## src/rtl/btc_work_loader_pkg.sv

```systemverilog
// Shared widths, job record and assembler states for the mining job loader.
package btc_pkg;

  localparam int WORD_W      = 32;
  localparam int HDR_W       = 608;
  localparam int N_HDR_WORDS = HDR_W / WORD_W;
  localparam int TGT_W       = 8;

  // One complete mining job as handed to the core.
  typedef struct packed {
    logic [HDR_W-1:0] hdr;
    logic [TGT_W-1:0] tgt;
  } btc_job_t;

  typedef enum logic [1:0] {
    COLLECT = 2'd0,
    TARGET  = 2'd1,
    DRAIN   = 2'd2
  } ld_state_e;

endpackage

```

## src/rtl/btc_work_loader_fifo.sv

```systemverilog
// Small job queue between the word assembler and the miner core.
// Full/empty come from registered pointers carrying one extra wrap bit.
module btc_job_fifo
  import btc_pkg::*;
#(
  parameter int DEPTH = 2
) (
  input  logic     clk,
  input  logic     rst_n,
  input  logic     push,
  input  btc_job_t push_job,
  input  logic     pop,
  input  logic     flush,
  output btc_job_t head,
  output logic     full,
  output logic     empty
);

  localparam int AW = $clog2(DEPTH);
  localparam logic [AW:0] PTR_ONE = (AW+1)'(1);

  logic [AW:0] wr_ptr;
  logic [AW:0] rd_ptr;
  btc_job_t    mem [DEPTH];
  logic        do_push;
  logic        do_pop;

  assign empty   = (wr_ptr == rd_ptr);
  assign full    = (wr_ptr[AW] != rd_ptr[AW]) && (wr_ptr[AW-1:0] == rd_ptr[AW-1:0]);
  assign do_push = push && !full && !flush;
  assign do_pop  = pop && !empty && !flush;
  assign head    = mem[rd_ptr[AW-1:0]];

  // Pointer update; flush drops every queued job at once.
  always_ff @(posedge clk or negedge rst_n) begin
    if (!rst_n) begin
      wr_ptr <= '0;
      rd_ptr <= '0;
    end else if (flush) begin
      wr_ptr <= '0;
      rd_ptr <= '0;
    end else begin
      if (do_push) wr_ptr <= wr_ptr + PTR_ONE;
      if (do_pop)  rd_ptr <= rd_ptr + PTR_ONE;
    end
  end

  // Storage is reset so the core never sees X on the job outputs.
  always_ff @(posedge clk or negedge rst_n) begin
    if (!rst_n) begin
      for (int i = 0; i < DEPTH; i++) mem[i] <= '0;
    end else if (do_push) begin
      mem[wr_ptr[AW-1:0]] <= push_job;
    end
  end

endmodule

```

## src/rtl/btc_work_loader.sv

```systemverilog
// Assembles 20-word mining jobs from the host word stream, queues them and
// presents the head job to the miner core.
//
// Handshakes: a transfer happens on a rising edge where valid and ready are
// both high. Input side: in_val/in_rdy, in_rdy never depends on in_val.
// Core side: req_val/req_rdy, req_val and the job stay stable until taken.
module btc_work_loader
  import btc_pkg::*;
#(
  parameter int FIFO_DEPTH = 2
) (
  input  logic              clk,
  input  logic              rst_n,
  input  logic [WORD_W-1:0] in_data,
  input  logic              in_val,
  input  logic              in_last,
  output logic              in_rdy,
  input  logic              flush,
  output logic [HDR_W-1:0]  block_header,
  output logic [TGT_W-1:0]  hash_target,
  output logic              req_val,
  input  logic              req_rdy,
  output logic [31:0]       jobs_issued,
  output logic              err_sticky,
  input  logic              err_clr,
  output ld_state_e         dbg_state
);

  localparam logic [4:0] LAST_HDR_IDX = 5'(N_HDR_WORDS - 1);

  ld_state_e   state_q, state_d;
  logic [4:0]  cnt_q, cnt_d;
  logic [HDR_W-1:0] hdr_q;
  logic        live_q;
  logic        acc;
  logic        push;
  logic        err_set;
  logic        fifo_full;
  logic        fifo_empty;
  logic        issue;
  btc_job_t    push_job;
  btc_job_t    head_job;

  // Ready depends only on registered state; TARGET waits for queue room.
  assign in_rdy   = live_q && ((state_q != TARGET) || !fifo_full);
  assign acc      = in_val && in_rdy;
  assign req_val  = !fifo_empty;
  assign issue    = req_val && req_rdy;
  assign push_job = '{hdr: hdr_q, tgt: in_data[TGT_W-1:0]};
  assign block_header = head_job.hdr;
  assign hash_target  = head_job.tgt;
  assign dbg_state    = state_q;

  // Holds in_rdy low until the first edge after reset release.
  always_ff @(posedge clk or negedge rst_n) begin
    if (!rst_n) live_q <= 1'b0;
    else        live_q <= 1'b1;
  end

  // Assembler state and word counter registers.
  always_ff @(posedge clk or negedge rst_n) begin
    if (!rst_n) begin
      state_q <= COLLECT;
      cnt_q   <= '0;
    end else begin
      state_q <= state_d;
      cnt_q   <= cnt_d;
    end
  end

  // Next-state logic: framing checks, push on a well-formed final word.
  always_comb begin
    state_d = state_q;
    cnt_d   = cnt_q;
    push    = 1'b0;
    err_set = 1'b0;
    case (state_q)
      COLLECT: begin
        if (acc) begin
          if (in_last) begin
            // Job ended before its header was complete.
            err_set = 1'b1;
            cnt_d   = '0;
          end else if (cnt_q == LAST_HDR_IDX) begin
            state_d = TARGET;
            cnt_d   = '0;
          end else begin
            cnt_d = cnt_q + 5'd1;
          end
        end
      end
      TARGET: begin
        if (acc) begin
          if (in_last) begin
            push    = 1'b1;
            state_d = COLLECT;
          end else begin
            // Job runs past 20 words: drop it and skip to its last word.
            err_set = 1'b1;
            state_d = DRAIN;
          end
        end
      end
      DRAIN: begin
        if (acc && in_last) state_d = COLLECT;
      end
      default: state_d = COLLECT;
    endcase
    if (flush) begin
      state_d = COLLECT;
      cnt_d   = '0;
      push    = 1'b0;
      err_set = 1'b0;
    end
  end

  // Header words shift in MSB-first; 19 words fully replace the register.
  always_ff @(posedge clk or negedge rst_n) begin
    if (!rst_n) begin
      hdr_q <= '0;
    end else if (acc && !flush && (state_q == COLLECT)) begin
      hdr_q <= {hdr_q[HDR_W-WORD_W-1:0], in_data};
    end
  end

  // Sticky framing error; a new error beats a same-cycle clear.
  always_ff @(posedge clk or negedge rst_n) begin
    if (!rst_n)       err_sticky <= 1'b0;
    else if (err_set) err_sticky <= 1'b1;
    else if (err_clr) err_sticky <= 1'b0;
  end

  // Count core handshakes, including one coinciding with flush.
  always_ff @(posedge clk or negedge rst_n) begin
    if (!rst_n)     jobs_issued <= '0;
    else if (issue) jobs_issued <= jobs_issued + 32'd1;
  end

  btc_job_fifo #(
    .DEPTH (FIFO_DEPTH)
  ) u_fifo (
    .clk      (clk),
    .rst_n    (rst_n),
    .push     (push),
    .push_job (push_job),
    .pop      (issue),
    .flush    (flush),
    .head     (head_job),
    .full     (fifo_full),
    .empty    (fifo_empty)
  );

endmodule

```

## config.mk

```make
export PLATFORM = sky130hd
export DESIGN_NAME = btc_work_loader
export DESIGN_NICKNAME = d
export VERILOG_FILES = /design/src/rtl/btc_work_loader_pkg.sv /design/src/rtl/btc_work_loader_fifo.sv /design/src/rtl/btc_work_loader.sv
export SDC_FILE = /design/constraint.sdc
export NUM_CORES = 2
export LEC_CHECK = 0
export BUFFER_PORTS_ARGS = -buffer_cell sky130_fd_sc_hd__clkbuf_2
export CORE_MARGIN = 3
export CORE_UTILIZATION = 55
export CTS_CLUSTER_DIAMETER = 150
export DETAILED_ROUTE_END_ITERATION = 8
export PLACE_DENSITY = 0.75
export SETUP_SLACK_MARGIN = 0.4
export SYNTH_ARGS = -nofsm -noshare
export SYNTH_HDL_FRONTEND = slang
export SYNTH_SLANG_ARGS = --single-unit
```

## constraint.sdc

```tcl
create_clock -name clk -period 5 [get_ports clk]
set_input_delay 0.25 -clock clk [delete_from_list [all_inputs] [get_ports clk]]
set_output_delay 0.25 -clock clk [all_outputs]
set_load 0.05 [all_outputs]
```

==> key figures <==
Status
  • Run status: finished clean

Drt
  • Routed WL per cell: 23.91 microns
  • DRC Markers: 0
  • DRT Wirelength: about 210000 microns
  • Initial detailed-routing violation count: 3649
  • Remaining antenna violation count: 0
  • Vias: 48787
  • First-pass DRT Iterations: 5
  • Via-per-instance ratio: 5.573

Global routing
  • Grt ovf: 0
  • Vias in the first global route: 50619
  • GRT Util Overall: approximately 29%
  • Initial antenna violation count: 9
  • Pin count of the biggest net entering global routing: 167
  • First-pass GRT wire length: 318300 microns

STA
  • Final Hold Viols: 0
  • Final worst slack: slightly below 1 ns
  • Clock Skew: between 0.04 and 0.05 ns
  • Final min period: ~4 ns
  • Setup TNS Final: 0 ns
  • Final setup viols: 0
  • Setup repair after global routing missed its margin: false
  • Final slew viol count: 0
  • Worst Max-Slew Pin Slew: 1.268 ns
  • FMAX: 248.0 MHz
  • Tcrit/Tclk final: approximately four fifths
  • Worst slew margin: between 10% and 20%

Synth
  • Seq/Total Area, Yosys: 60.64%
  • Synth Register Bits: 1885
  • Net Count, Synth: between 6000 and 7000
  • Avg Cell Area, Syn: 12.85 sq um
  • Cell area after synthesis: 77780 sq um
  • Share of the synthesized area in the top cell type: approximately three fifths
  • Post-synth top area cell: dfrtp_1
  • Synth Warn #: 0
  • Top post-synthesis cells by area: dfrtp_1 (61%), mux2_2 (22%), nand2_1 (8.9%)
  • Cell count after synthesis: 6054
  • Unique masters post-synth: 40

Clocking
  • Worst-path clk slew: 0.06 ns
  • CTS resizes: 0
  • Num CTS Buffers: 188
  • Clock sinks: 1885
  • CTS root buf: clkbuf_16
  • Max Root-Sink Buffers: 3
  • Worst-Skew Late Latency: just over 0.8 ns
  • Post-CTS setup buffers: 0
  • CTS hold repair buffers: 42
  • CTS tree: built
  • CTS H-Tree Depth: 4

Layout
  • Layout cells sized above 1: a little under two fifths
  • P&R area growth vs syn: 15.44%
  • Final instance area: around 90000 sq um
  • Nets@finish: 6762

Critical path
  • Crit path largest cell delay: 0.75 ns
  • Crit start category: flop
  • Kind of critical path: reg -> out
  • CP max stage cell: buf_4
  • WP data required: 4.75 ns
  • Crit path to: block_header[146]
  • Reg-to-reg slack, setup: 1.84 ns
  • Worst R2R Start: u_fifo.rd_ptr[0]
  • Cell chain of the critical path: buf_12 -> buf_4 -> mux2_2 -> clkbuf_2
  • Crit path launch: u_fifo.rd_ptr[0]
  • Crit end category: output pin
  • R2R depth: 5
  • Worst-path maximum fanout: approximately 140
  • R2R Path End: u_fifo.mem[922]
  • CP arrival: 3.78 ns

Power and ir drop
  • Flop pwr share: between 50 and 60%
  • Total power: 32.15 mW
  • Logic pwr share: 3.2%
  • Sw Pwr: between 7 and 8 mW
  • VDD IR-drop max: between 0.0002 and 0.0003 V
  • Power density cells: 358.0 nW/um^2
  • Pint: 24.69 mW
  • Sw Share: 23.21%
  • Clock power share: 45.4%
  • P_leak: about 50 nW

Floorplanning
  • Initial Utilization: 55.54%
  • Chip Height: 382.1 microns
  • DIE WIDTH: 382.1 microns
  • Die area: 146000 sq um
  • Io pins: 692
  • Core Area: ~140000 sq um
  • Row cnt: 137

Place
  • Post-DP HPWL: 141200 microns
  • Gpl congestion: 0.8448
  • I/O Buffers: ~690
  • Placed Area: a little over 80000 sq um
  • Pre-CTS WS: around 1.8 ns

Job
  • Maxcap violations: 0

Worst hold path
  • Worst min path class: in -> async
## how the worst min path moves through the flow
stage,startpoint,end
4_1_cts,rst_n,jobs_issued[15]
6_report,rst_n,jobs_issued[15]
3_5_place_dp,rst_n,jobs_issued[17]
3_3_place_gp,rst_n,jobs_issued[17]
2_1_floorplan,rst_n,cnt_q[0]
5_1_grt,rst_n,jobs_issued[17]
## layout by cell type, fill, tap and decap left out, types with 2 or more instances in the layout
cell type         n
dfrtp_1        1884
nand2_1        1837
mux2_2         1540
clkbuf_2        690
mux2_1          309
clkbuf_16       192
clkbuf_8         52
clkbuf_1         50
buf_4            47
buf_12           43
dlygate4sd3_1    42
xnor2_1          29
clkinv_2         22
nand3_1          18
nand4_1          15
bufinv_16        15
and3_1            9
nor2_1            8
xor2_1            7
o21ai_0           7
diode_2           6
inv_1             5
a21oi_1           4
a31oi_1           4
mux2i_1           3
ha_1              3
inv_6             3
clkinv_16         3
nor3_1            2
nor2_4            2
or4_1             2
clkinv_4          2
inv_16            2
## metrics by stage
step | std cells | utilization, % | hold slack, ns
3_3_place_gp | 8364 | 59.19 | 0.3560
3_5_place_dp | 8364 | 59.19 | 0.3618
2_1_floorplan | 6054 | - | -0.04559
6_report | 8754 | 64.12 | 0.06841
5_1_grt | 8753 | 64.11 | 0.1217
4_1_cts | 8748 | 64.10 | 0.08831
## worst max-delay path: cells and delay by family (launching register included)
family	cells	cell delay [ns]
mux	1	0.42
buf+inv	3	1.53
flops	1	0.61
## power groups by stage
stage	sequential (mW)	clock (mW)	combinational, mW
2_1_floorplan	16.4	0	0.508
3_3_place_gp	16.8	0	0.981
3_5_place_dp	16.8	0	1.02
4_1_cts	16.5	14.8	1.07
5_1_grt	16.6	15.4	1.21
6_report	16.5	14.6	1.04
## per-layer routing
| layer | vias up | wire length [microns] | track usage, % | share of wire (%) |
|---|---|---|---|---|
| li1 | 21551 | - | - | - |
| met3 | 386 | 12540 | 5.912 | 6.0 |
| met2 | 1397 | 95860 | 43.63 | 46 |
| met1 | 25449 | 89810 | 39.50 | 43 |
| met4 | 4 | 11050 | 13.53 | 5.3 |
| met5 | - | 23 | 0 | 0.011 |
## registers in the layout, summed over array words and instances (netlist names)
| name | count |
|---|---|
| cnt_q | 5 |
| jobs_issued | 32 |
| live_q | 1 |
| err_sticky | 1 |
| u_fifo.mem | 1232 |
| u_fifo.rd_ptr | 2 |
| dbg_state | 2 |
| hdr_q | 608 |
| u_fifo.wr_ptr | 2 |
## Yosys cell counts
master and count:
a22o_1 1, mux2_2 1540, nor2b_1 2, o21ai_0 7
buf_2 40, nor4bb_1 2, buf_1 17, ha_1 3
nor4b_1 1, and4_1 1, nand3b_1 1, or4_1 2
dfrtp_1 1885, a21oi_1 4, and2_1 1, buf_6 42
nand4_1 15, nor4_1 1, nand2_1 1837, nor2_2 2
xor2_1 7, xnor2_2 1, a2111oi_0 1, conb_1 1
buf_4 72, mux2i_1 3, o2111ai_2 1, o211ai_1 1
xor2_2 1, nor2_1 8, nor3_1 2, mux2_1 309
nand3_1 18, and3_1 9, inv_1 5, and4bb_2 1
a31oi_1 4, clkbuf_1 175, nand2b_1 2, xnor2_1 29
## logic make-up after synthesis
family / Yosys count / share of synthesized area [%]
AO/OA/AOI/OAI: 19 / 0.1544
multiplexers: 1852 / 26.81
adder cells (fa/ha/maj): 3 / 0.04826
flip-flops: 1885 / 60.64
XOR/XNOR: 38 / 0.4472
buffers and inverters: 351 / 2.511
AND/OR/NAND/NOR: 1905 / 9.383
other: 1 / 0.004821
## final cells by class
cell class	count	area [sq um]
clock buffers	294	5708
multi-input cells	3818	28690
well taps	1876	2347
inverters	5	18.77
flip-flops and latches	1885	47170
diodes	6	15.01
fillers	10409	50250
clock inverters	48	750.7
repair buffers	822	5087
Power figures use the tool's default switching activity.
